<file path="src/rtl/cod_pkg.sv">
// Shared definitions for the pipeline hazard logic.
//   FWD_*  : ALU operand source selects driven on fwd_a / fwd_b.
//   st_t   : hazard responder run/halt state.
package cod_pkg;

    localparam logic [1:0] FWD_NONE = 2'b00;  // operand from the register file
    localparam logic [1:0] FWD_W    = 2'b01;  // operand from the W-stage result
    localparam logic [1:0] FWD_M    = 2'b10;  // operand from the M-stage result

    typedef enum logic {
        ST_RUN  = 1'b0,
        ST_HALT = 1'b1
    } st_t;

endpackage

</file>
<file path="src/rtl/hz_fwd_sel.sv">
// Forwarding comparator for one E-stage source operand.
//   rs_e        : source register of the E instruction
//   rd_m, we_m  : destination and write enable of the M instruction
//   rd_w, we_w  : destination and write enable of the W instruction
//   fwd         : FWD_M, FWD_W or FWD_NONE; M wins when both match
// A zero destination never matches because x0 is hard-wired.
module hz_fwd_sel
    import cod_pkg::*;
(
    input  logic [4:0] rs_e,
    input  logic [4:0] rd_m,
    input  logic       we_m,
    input  logic [4:0] rd_w,
    input  logic       we_w,
    output logic [1:0] fwd
);

    always_comb begin
        fwd = FWD_NONE;
        if (we_m && (rd_m != 5'd0) && (rd_m == rs_e)) begin
            fwd = FWD_M;
        end else if (we_w && (rd_w != 5'd0) && (rd_w == rs_e)) begin
            fwd = FWD_W;
        end
    end

endmodule

</file>
<file path="src/rtl/hazard_unit.sv">
// Pipeline hazard responder for the five-stage RV32I core.
//   clk, rstn                  : clock, synchronous active-low reset
//   rs1_d, rs2_d, rd_d         : register fields of the D instruction
//   use_rs1_d, use_rs2_d       : D instruction really reads rs1 / rs2
//   memread_e                  : E instruction is a load
//   regwrite_e/_m/_w           : register-write enables of E, M, W
//   taken_e                    : branch/jump in E redirects the PC
//   stop                       : ecall halt request
//   stall_f, stall_d           : hold PC and F/D register
//   eflush                     : bubble into D->E
//   flush                      : kill F, D and E (M->W kept)
//   fwd_a, fwd_b               : E-stage ALU operand sources
//   stall_cnt, flush_cnt       : saturating load-use / flush counters
module hazard_unit
    import cod_pkg::*;
#(
    parameter int XLEN = 32
) (
    input  logic            clk,
    input  logic            rstn,
    input  logic [4:0]      rs1_d,
    input  logic [4:0]      rs2_d,
    input  logic [4:0]      rd_d,
    input  logic            use_rs1_d,
    input  logic            use_rs2_d,
    input  logic            memread_e,
    input  logic            regwrite_e,
    input  logic            regwrite_m,
    input  logic            regwrite_w,
    input  logic            taken_e,
    input  logic            stop,
    output logic            stall_f,
    output logic            stall_d,
    output logic            eflush,
    output logic            flush,
    output logic [1:0]      fwd_a,
    output logic [1:0]      fwd_b,
    output logic [XLEN-1:0] stall_cnt,
    output logic [XLEN-1:0] flush_cnt
);

    st_t        st;
    st_t        st_nxt;

    logic [4:0] rd_e;
    logic [4:0] rs1_e;
    logic [4:0] rs2_e;
    logic       we_e;
    logic [4:0] rd_m;
    logic       we_m;
    logic [4:0] rd_w;
    logic       we_w;

    logic       lu;
    logic       cnt_stall;
    logic       cnt_flush;

    assign lu = memread_e && (rd_e != 5'd0) &&
                ((use_rs1_d && (rs1_d == rd_e)) || (use_rs2_d && (rs2_d == rd_e)));

    always_ff @(posedge clk) begin
        if (!rstn) begin
            st <= ST_RUN;
        end else begin
            st <= st_nxt;
        end
    end

    always_comb begin
        st_nxt  = st;
        stall_f = 1'b0;
        stall_d = 1'b0;
        eflush  = 1'b0;
        flush   = 1'b0;
        case (st)
            ST_RUN: begin
                if (stop) begin
                    st_nxt = ST_HALT;
                end
                // A taken redirect kills the dependent D instruction anyway,
                // so it overrides any load-use stall.
                if (taken_e) begin
                    flush = 1'b1;
                end else if (lu) begin
                    stall_f = 1'b1;
                    stall_d = 1'b1;
                    eflush  = 1'b1;
                end
            end
            ST_HALT: begin
                stall_f = 1'b1;
                stall_d = 1'b1;
                eflush  = 1'b1;
            end
            default: st_nxt = ST_RUN;
        endcase
    end

    // we_e marks a real instruction entering E; the controller's per-stage
    // regwrite bits then qualify it as it moves down the pipe, so bubbles
    // and non-writing instructions never forward.
    always_ff @(posedge clk) begin
        if (!rstn) begin
            rd_e  <= '0;
            rs1_e <= '0;
            rs2_e <= '0;
            we_e  <= 1'b0;
            rd_m  <= '0;
            we_m  <= 1'b0;
            rd_w  <= '0;
            we_w  <= 1'b0;
        end else begin
            rd_w <= rd_m;
            we_w <= we_m && regwrite_m;
            if (flush) begin
                rd_e  <= '0;
                rs1_e <= '0;
                rs2_e <= '0;
                we_e  <= 1'b0;
                rd_m  <= '0;
                we_m  <= 1'b0;
            end else if (eflush) begin
                rd_e  <= '0;
                rs1_e <= '0;
                rs2_e <= '0;
                we_e  <= 1'b0;
                rd_m  <= rd_e;
                we_m  <= we_e && regwrite_e;
            end else begin
                rd_e  <= rd_d;
                rs1_e <= rs1_d;
                rs2_e <= rs2_d;
                we_e  <= 1'b1;
                rd_m  <= rd_e;
                we_m  <= we_e && regwrite_e;
            end
        end
    end

    // Only a stall actually caused by a load-use counts; HALT freezes both.
    assign cnt_stall = (st == ST_RUN) && !taken_e && lu;
    assign cnt_flush = (st == ST_RUN) && taken_e;

    always_ff @(posedge clk) begin
        if (!rstn) begin
            stall_cnt <= '0;
            flush_cnt <= '0;
        end else begin
            if (cnt_stall && (stall_cnt != '1)) begin
                stall_cnt <= stall_cnt + XLEN'(1);
            end
            if (cnt_flush && (flush_cnt != '1)) begin
                flush_cnt <= flush_cnt + XLEN'(1);
            end
        end
    end

    hz_fwd_sel u_fwd_a (
        .rs_e (rs1_e),
        .rd_m (rd_m),
        .we_m (we_m),
        .rd_w (rd_w),
        .we_w (we_w && regwrite_w),
        .fwd  (fwd_a)
    );

    hz_fwd_sel u_fwd_b (
        .rs_e (rs2_e),
        .rd_m (rd_m),
        .we_m (we_m),
        .rd_w (rd_w),
        .we_w (we_w && regwrite_w),
        .fwd  (fwd_b)
    );

endmodule

</file>
<file path="config.mk">
export PLATFORM = sky130hd
export DESIGN_NAME = hazard_unit
export DESIGN_NICKNAME = d
export VERILOG_FILES = /design/src/rtl/cod_pkg.sv /design/src/rtl/hz_fwd_sel.sv /design/src/rtl/hazard_unit.sv
export SDC_FILE = /design/constraint.sdc
export NUM_CORES = 1
export LEC_CHECK = 0
export CAP_MARGIN = 20
export CELL_PAD_IN_SITES_DETAIL_PLACEMENT = 1
export CELL_PAD_IN_SITES_GLOBAL_PLACEMENT = 1
export CORE_MARGIN = 2
export CORE_UTILIZATION = 40
export DETAILED_ROUTE_END_ITERATION = 12
export PLACE_DENSITY = 0.94
export SYNTH_ARGS = -nofsm -noshare
export SYNTH_HDL_FRONTEND = slang
export SYNTH_SLANG_ARGS = --single-unit
export TNS_END_PERCENT = 5
</file>
<file path="constraint.sdc">
create_clock -name clk -period 4.15 [get_ports clk]
set_clock_uncertainty 0.15 [all_clocks]
set_input_delay 1.0375 -clock clk [delete_from_list [all_inputs] [get_ports clk]]
set_output_delay 1.0375 -clock clk [all_outputs]
set_load 0.1 [all_outputs]
</file>
## Yosys cells after proc, flatten, opt, wreduce, memory -nomap -nowiden

Index checks and enable logic that the tools add are counted.

- Bits in registers: 93
- Output and inout bits: 72

- Add/sub/neg operators: 2
- Equality and inequality tests: 8
- Multiplexer cells: 12
- Bitwise gates (word level): 2
- Reduce and logical (&&, ||, !) cells: 25

Operators with widths:

| cell | number |
|---|---|
| adder 32 x 1 -> 32 bit (second input constant) | 2 |
| != test 32 bit (second input constant) | 2 |
| == test 5 bit | 6 |
| logical AND 1 bit | 18 |
| nonzero test 5 bit | 3 |
| 2-to-1 mux 1 bit | 9 |
| 2-to-1 mux 2 bit | 2 |
| OR reduction 3 bit | 1 |
| NOT 1 bit | 2 |
| case mux 1 bit (2 select lines) | 1 |
| OR reduction 2 bit | 1 |
| logical NOT 1 bit | 1 |
| logical OR 1 bit | 1 |

## Depth between registers and ports, before layout

- Depth after elaboration: 8
- Depth in mapped cells: 9

## Cells and area by module

From an unflattened synthesis, not the netlist that was laid out.

- Cell total of the unflattened synthesis: 509
- Area total of the unflattened synthesis: 4530.6 um2

By module, submodules not included:

| module | times used | cells an instance | area each (um2) | sequential area each (um2) |
|---|---|---|---|---|
| hazard_unit | 1 | 469 | 4227.8 | 1861.8 |
| hz_fwd_sel | 2 | 20 | 151.4 | 0.0 |

## Worst setup path before layout

Ideal clock, no wire load.

- Path type: register to output
- From: register rd_m[3]
- To: output fwd_b[0]
- Data arrival time: 5.589 ns
- Required time: 2.963 ns
- Path slack: -2.626 ns
- Stages on the path, launching flop included: 5
- Buffers on the path: 0
- Cell sequence: dfxtp_1 or4_1 o21ai_0 nor4_1 nor4_1

- Cells in the longest elaborated chain, start to end: 4

RTL lines:

| element | RTL line | text |
|---|---|---|
| start: declaration | hazard_unit.sv:49 | `logic [4:0] rd_m;` |
| start signal: assignment | hazard_unit.sv:127 | `rd_m <= rd_e;` |
| start signal: assignment | hazard_unit.sv:134 | `rd_m <= rd_e;` |
| nonzero test 5 bit | hz_fwd_sel.sv:20 | `if (we_m && (rd_m != 5'd0) && (rd_m == rs_e)) begin` |
| logical AND 1 bit | hz_fwd_sel.sv:20 |  |
| logical AND 1 bit (*) | hz_fwd_sel.sv:20 |  |
| 2-to-1 mux 2 bit (*) | hz_fwd_sel.sv:20 |  |
| end: declaration | hazard_unit.sv:37 | `output logic [1:0] fwd_b,` |

Every way passes the cells marked *; elsewhere a longest branch is shown, timed or not.

## Worst setup path in the final report

- From: input rs2_d[3]
- To: output stall_f

- Cells in the longest elaborated chain, start to end: 7

RTL lines:

| element | RTL line | text |
|---|---|---|
| start: declaration | hazard_unit.sv:22 | `input logic [4:0] rs2_d,` |
| == test 5 bit | hazard_unit.sv:59 | `((use_rs1_d && (rs1_d == rd_e)) \|\| (use_rs2_d && (rs2_d == rd_e)));` |
| logical AND 1 bit | hazard_unit.sv:59 |  |
| logical OR 1 bit | hazard_unit.sv:59 |  |
| logical AND 1 bit | hazard_unit.sv:58 | `assign lu = memread_e && (rd_e != 5'd0) &&` |
| 2-to-1 mux 1 bit | hazard_unit.sv:84 | `end else if (lu) begin` |
| 2-to-1 mux 1 bit | hazard_unit.sv:82 | `if (taken_e) begin` |
| case mux 1 bit (2 select lines) | hazard_unit.sv:75 | `case (st)` |
| end: declaration | hazard_unit.sv:32 | `output logic stall_f,` |

No other way between the ends.

==> key figures <==
Run status
  • Outcome: completed

Die
  • Die outline area: 11680 um^2
  • Starting density of the core: 41.59%
  • Placeable core region: between 10000 and 15000 um^2
  • Die width: between 100 and 150 um
  • Placement row count: 37
  • DIE HEIGHT: approximately 110 um
  • Boundary pin count: between 90 and 100

Yosys
  • Post-Synthesis Net Count: 521
  • Register bit total from synthesis: 93
  • Synth warnings: 0
  • Asr flop ratio synth: 0%
  • Unique cell type count in the Yosys netlist: 47
  • Mean instance size in the synthesized netlist: approximately 9 um^2
  • Fraction of the yosys area taken by sequential cells: roughly 43%
  • Post-synth EDFFs: 0
  • Gate count after technology mapping: ~490
  • Netlist Area Pre-Place: about 4300 um^2
  • Most used flip-flop cell after synthesis: dfxtp_1

Power
  • Peak ir drop on the vdd network: 132.8 uV
  • Static leakage power: about 0.0019 uW
  • Total power density per cell area: between 200 and 300 nW/um^2

Drt
  • Total iterations of the first detailed-routing run: 4
  • Number of remaining DRC errors: 0
  • Via count: around 4100
  • Detailed-route wire length: 12.60 mm
  • Detailed-route wire length per cell: ~17 um
  • Number of routed nets with antenna violations: 0
  • Via-per-instance ratio: roughly 5.6
  • Violation count after the first detailed-routing iteration: ~110

Clock network
  • Max H-tree Level: 3
  • Worst-case clock buffer depth: 2
  • Number of clock sinks: 93
  • Total clock buffers created by CTS: 9
  • Clock latency at the later pin of the worst-skew pair: between 300 and 400 ps
  • CTS tree: done
  • Total setup buffers inserted after CTS: 0
  • Clk Tree Root Cell: clkbuf_8
  • Count of hold-fix buffers inserted at cts: 0
  • Post-CTS Resized: 0
  • Clock slew seen by the registers of the worst setup and hold paths: 90 ps

Layout
  • Number of antenna repair diodes: 0
  • Final Util: between 50% and 60%
  • Number of fill cells: around 1200
  • Net total in the final layout: about 600
  • Number of standard cells in the layout, taps in and fillers out: about 730
  • Layout overhead on the synthesized area: 32.00%
  • Fraction of layout cells with a size suffix above 1: between 8 and 9%

Timing
  • PnR worst setup slack: about 210 ps
  • Worst Hold Margin: roughly 290 ps
  • Slew at the pin with the worst max-slew slack: between 900 and 1000 ps
  • # setup viols final: 0
  • Final Cycle Share: 94.98%
  • Max-slew headroom at the worst pin: about a third
  • Achievable Freq: 0.2537 GHz
  • RSZ-0062 raised after global routing: no
  • Period minus WS final: 3942 ps
  • Hold Violations, Final: 0
  • Max-slew violation count: 0

Place
  • Total placed cells including tap cells: just over 700
  • Pre-CTS setup slack: about 230 ps
  • RD Place Congestion: 0.9058
  • # port buffers: 96
  • Post-DP HPWL: about 9.4 mm

Worst setup path
  • Data arrival at the endpoint of the critical path: 2750 ps
  • Worst Setup Start Kind: primary input
  • Buf/Inv on CP: 2
  • Standard cell with the maximum stage delay on the critical path: clkdlybuf4s50_1
  • Most frequent CP cell: nand2b_1
  • Series of cell instances along the critical path: clkdlybuf4s50_1 > xnor2_1 > nand4_1 > o22ai_2 > nand2b_1 > nand2b_1 > buf_12
  • Delay of the slowest critical-path stage: around 500 ps
  • Crit Path Max Fanout: 5
  • Top cell family by delay on the critical path: buffers and inverters
  • Type of destination of the critical path: primary output
  • Category of the critical setup timing path: in -> out
  • Required time of the worst setup path: ~3000 ps

GRT
  • Routing usage on met2: about 41%
  • Congestion Overflow GR: 0
  • GRT met3 Usage: 3.436%
  • Number of antenna violations at the first check in global routing: 0
  • Met1 track demand over resource in global routing: about a quarter
  • Global routing's busiest layer: met2
  • Global-route wire length before repair: 20.93 mm
  • Maximum number of pins on one net before global-route repair: ~40
  • Number of global-route vias before repair: ~4300
  • Total routing resource utilization after global routing: about 22%

Run
  • Max-capacitance violation count: 0

Hold path
  • Worst Hold Class: reg -> reg
state kept, by name (all words and copies together), names as in the netlist:
name	count
flush_cnt	32
rd_e	5
rs1_e	5
we_e	1
we_w	1
rd_w	5
stall_cnt	32
rs2_e	5
rd_m	5
st	1
we_m	1
area by class of cell:
| class | count | area [um^2] | share of cell area, % |
|---|---|---|---|
| well taps | 136 | 170.2 | 2.976 |
| repair buffers | 103 | 1069 | 18.69 |
| flip-flops and latches | 93 | 1862 | 32.56 |
| clock inverters | 3 | 45.04 | 0.7877 |
| inverters | 5 | 18.77 | 0.3282 |
| multi-input cells | 375 | 2399 | 41.95 |
| clock buffers | 12 | 155.1 | 2.713 |
metal layers:
layer | up-vias | routed length [um]
met4 | 0 | 228
met2 | 96 | 6730
met5 | - | 0
li1 | 1943 | -
met1 | 2027 | 5187
met3 | 20 | 457
final timing paths:
path	slack, ps	startpoint	cells after the start	end
setup / recovery	210	rs2_d[3]	7	stall_f
hold / removal	290	we_e$_SDFF_PP0_	2	we_m$_SDFF_PP0_
setup reg to reg	1400	stall_cnt[2]$_SDFFE_PN0P_	6	stall_cnt[30]$_SDFFE_PN0P_
hold reg to reg	290	we_e$_SDFF_PP0_	2	we_m$_SDFF_PP0_
worst min-delay path: stages (launching register included):
cell,delay (ps)
dfxtp_1,310
nand2_1,60
nor3_1,40
cell families after synthesis:
family          share of synthesized area (%)
simple gates                            31.51
fa+ha+maj                              0.5776
flops                                   42.98
compound gates                          9.648
mux                                     1.155
xor+xnor                                11.53
buf+inv                                 2.600
cells in the final DEF, fill, tap and decap left out, types with 18 or more instances in the layout:
master,synthesis,routed
dfxtp_1,93,93
nand4_1,21,21
nand2_1,35,35
nor2_1,42,42
xor2_1,25,25
a21oi_1,27,27
nand3_1,25,25
clkdlybuf4s50_1,0,88
and2_1,22,22
or3_1,18,18
xnor2_1,32,32
where the power goes:
part / leakage, uW / total [uW] / switching [uW] / internal (uW)
Sequential: 0.000752 / 913 / 11.5 / 901
Combinational: 0.00108 / 139 / 81.6 / 57.1
Clock: 0.0000947 / 629 / 320 / 309
per-stage QoR:
stage	instance area [um^2]	setup TNS (ps)	power [uW]
2_1_floorplan	4373	-436.0	1016
3_3_place_gp	5510	0	1066
3_5_place_dp	5510	0	1072
4_1_cts	5710	0	1692
5_1_grt	5718	0	1744
6_report	5718	0	1681
cell usage after synthesis, types with 14 or more instances:
| master | count | area [um^2] |
|---|---|---|
| or3_1 | 18 | 112.6 |
| and2_1 | 22 | 137.6 |
| or4_1 | 16 | 120.1 |
| nor2_1 | 42 | 157.7 |
| xor2_1 | 25 | 219.0 |
| xnor2_1 | 32 | 280.3 |
| nand4_1 | 21 | 131.4 |
| o21ai_1 | 14 | 70.07 |
| a21oi_1 | 27 | 135.1 |
| dfxtp_1 | 93 | 1862 |
| nand2_1 | 35 | 131.4 |
| nand3_1 | 25 | 125.1 |
(Power assumes the default switching activity.)
==> edit: new RTL, same settings <==
`XLEN`: 32 -> 48.
--- a/src/rtl/hazard_unit.sv
+++ b/src/rtl/hazard_unit.sv
@@ -14,7 +14,7 @@
 module hazard_unit
     import cod_pkg::*;
 #(
-    parameter int XLEN = 32
+    parameter int XLEN = 48
 ) (
     input  logic            clk,
     input  logic            rstn,
Interface: changed (resized flush_cnt and stall_cnt); port bits go from 97 to 129. No check against the original RTL was run, so the function may have changed too.
==> edit against the unedited design <==
Final area rose by 41%. Total power up 59%. Worst setup slack improved by 0.090 ns. Critical path depth fell by 1. Synthesized area increased by 39%. Sequential cell count is 32 higher. Clock power rose by 110%. Via count rose by 46%. Routed wire length rose by 50%. Sequential power up 35%. Highest routed layer unchanged.
==> edit: results <==
set metrics [dict create \
    use_met3_pct 5.441 \
    portBuffers 128 \
    grt_use_met2_pct 43.23 \
    crit_fanout 4 \
    hpwl_mm 13.09 \
    numCtsBuffers 17 \
    drt_iter0_drc 312 \
    fin_nets 860 \
    cts_buffer_depth 2 \
    ys_warn_count 0 \
    max-slew-margin-rel_pct 33.27 \
    place_congestion 0.8283 \
    fin_tns_setup_ns 0 \
    use_met1_pct 27.06 \
    wl_met2_mm 9.765 \
    h-tree-depth 4 \
    status "finished clean" \
    grt_pass1_vias 6087 \
    place_ws_ns 0.3216 \
    post_dp_cell_area_sq_mm 0.007574 \
    grt_max_degree 83 \
    clk_latency_ns 0.41 \
    leakagePower_uw 0.002654 \
    via_per_inst 5.803 \
    crit_start "rs1_d[0]" \
    arrival_ns 2.66 \
    synth_seq_area_share_pct 41.44 \
    syn_nets 737 \
    path_clk_slew_ns 0.05 \
    synth_cell_types 49 \
    layout-drive-gt1-share_pct 6.888 \
    yosys-top-cells-count "125 x dfxtp_1, 56 x nor2_1, 52 x nand2_1" \
    wl_met3_um 752 \
    wl_met1_mm 7.961 \
    drt-total-wl_mm 18.88 \
    r2r_start "stall_cnt[0]$_SDFFE_PN0P_" \
    async_reset_ff_share_pct 0 \
    grt_pass1_wl_mm 30.93 \
    cts_resized 0 \
    n_antenna_cell 0 \
    fin_crit_sh_pct 92.80 \
    reg_top3 "flush_cnt (48), stall_cnt (48)" \
    synthTopCellsByArea "dfxtp_1 41%, xor2_1 5.2%, nand4_1 4.7%, xnor2_1 4.1%, or4_1 4.0%" \
    dr.max_layer_used "met4" \
    cts-root-buf "clkbuf_16" \
    track_usage_pct 23.87 \
    ir_worst_vdd_mv 0.2844 \
    post_cts_buffers 0 \
]
[edit: where the power goes]
part           switching [uW]  leakage, uW  internal, uW
combinational            99.2      0.00140          63.5
clock                     508     0.000243           777
sequential               14.6      0.00101          1210
total                     622      0.00265          2050
[edit: worst max-delay path, stage by stage]
cell             delay (ns)
clkdlybuf4s50_1        0.47
xnor2_1                0.26
nand2_1                0.08
o22ai_1                0.25
a21o_1                 0.34
buf_12                 0.22
[edit: area by class of cell]
type / count / area, sq um
Multi-Input combinational cell: 540 / 3400
Timing Repair Buffer: 137 / 1396
Fill cell: 1704 / 6580
Clock buffer: 25 / 475.5
Sequential cell: 125 / 2502
Inverter: 12 / 45.04
Tap cell: 184 / 230.2
Clock inverter: 3 / 15.01
[edit: cells by family (layout without fill, tap and decap cells)]
| group | Yosys count | after routing | share of synthesized area (%) |
|---|---|---|---|
| flops | 125 | 125 | 41.44 |
| compound gates | 108 | 108 | 10.94 |
| mux | 9 | 9 | 1.492 |
| xor+xnor | 64 | 64 | 9.283 |
| simple gates | 357 | 357 | 33.40 |
| fa+ha+maj | 2 | 2 | 0.4144 |
| buf+inv | 45 | 177 | 3.025 |
[edit: final timing paths]
kind                                endpoint  slack (ns)  cells after the start
setup reg to reg  stall_cnt[47]$_SDFFE_PN0P_        0.94                      6
hold / removal               we_m$_SDFF_PP0_        0.27                      2
hold reg to reg              we_m$_SDFF_PP0_        0.27                      2
setup / recovery                     stall_d        0.30                      6
[edit: through the flow]
stage / util, % / hold slack, ns / instances
floorplan: - / 0.2565 / 710
global placement: 51.67 / 0.2677 / 997
detailed placement: 51.72 / 0.2665 / 998
CTS: 55.07 / 0.2822 / 1026
global route: 55.07 / 0.3119 / 1026
finish: 55.07 / 0.2746 / 1026
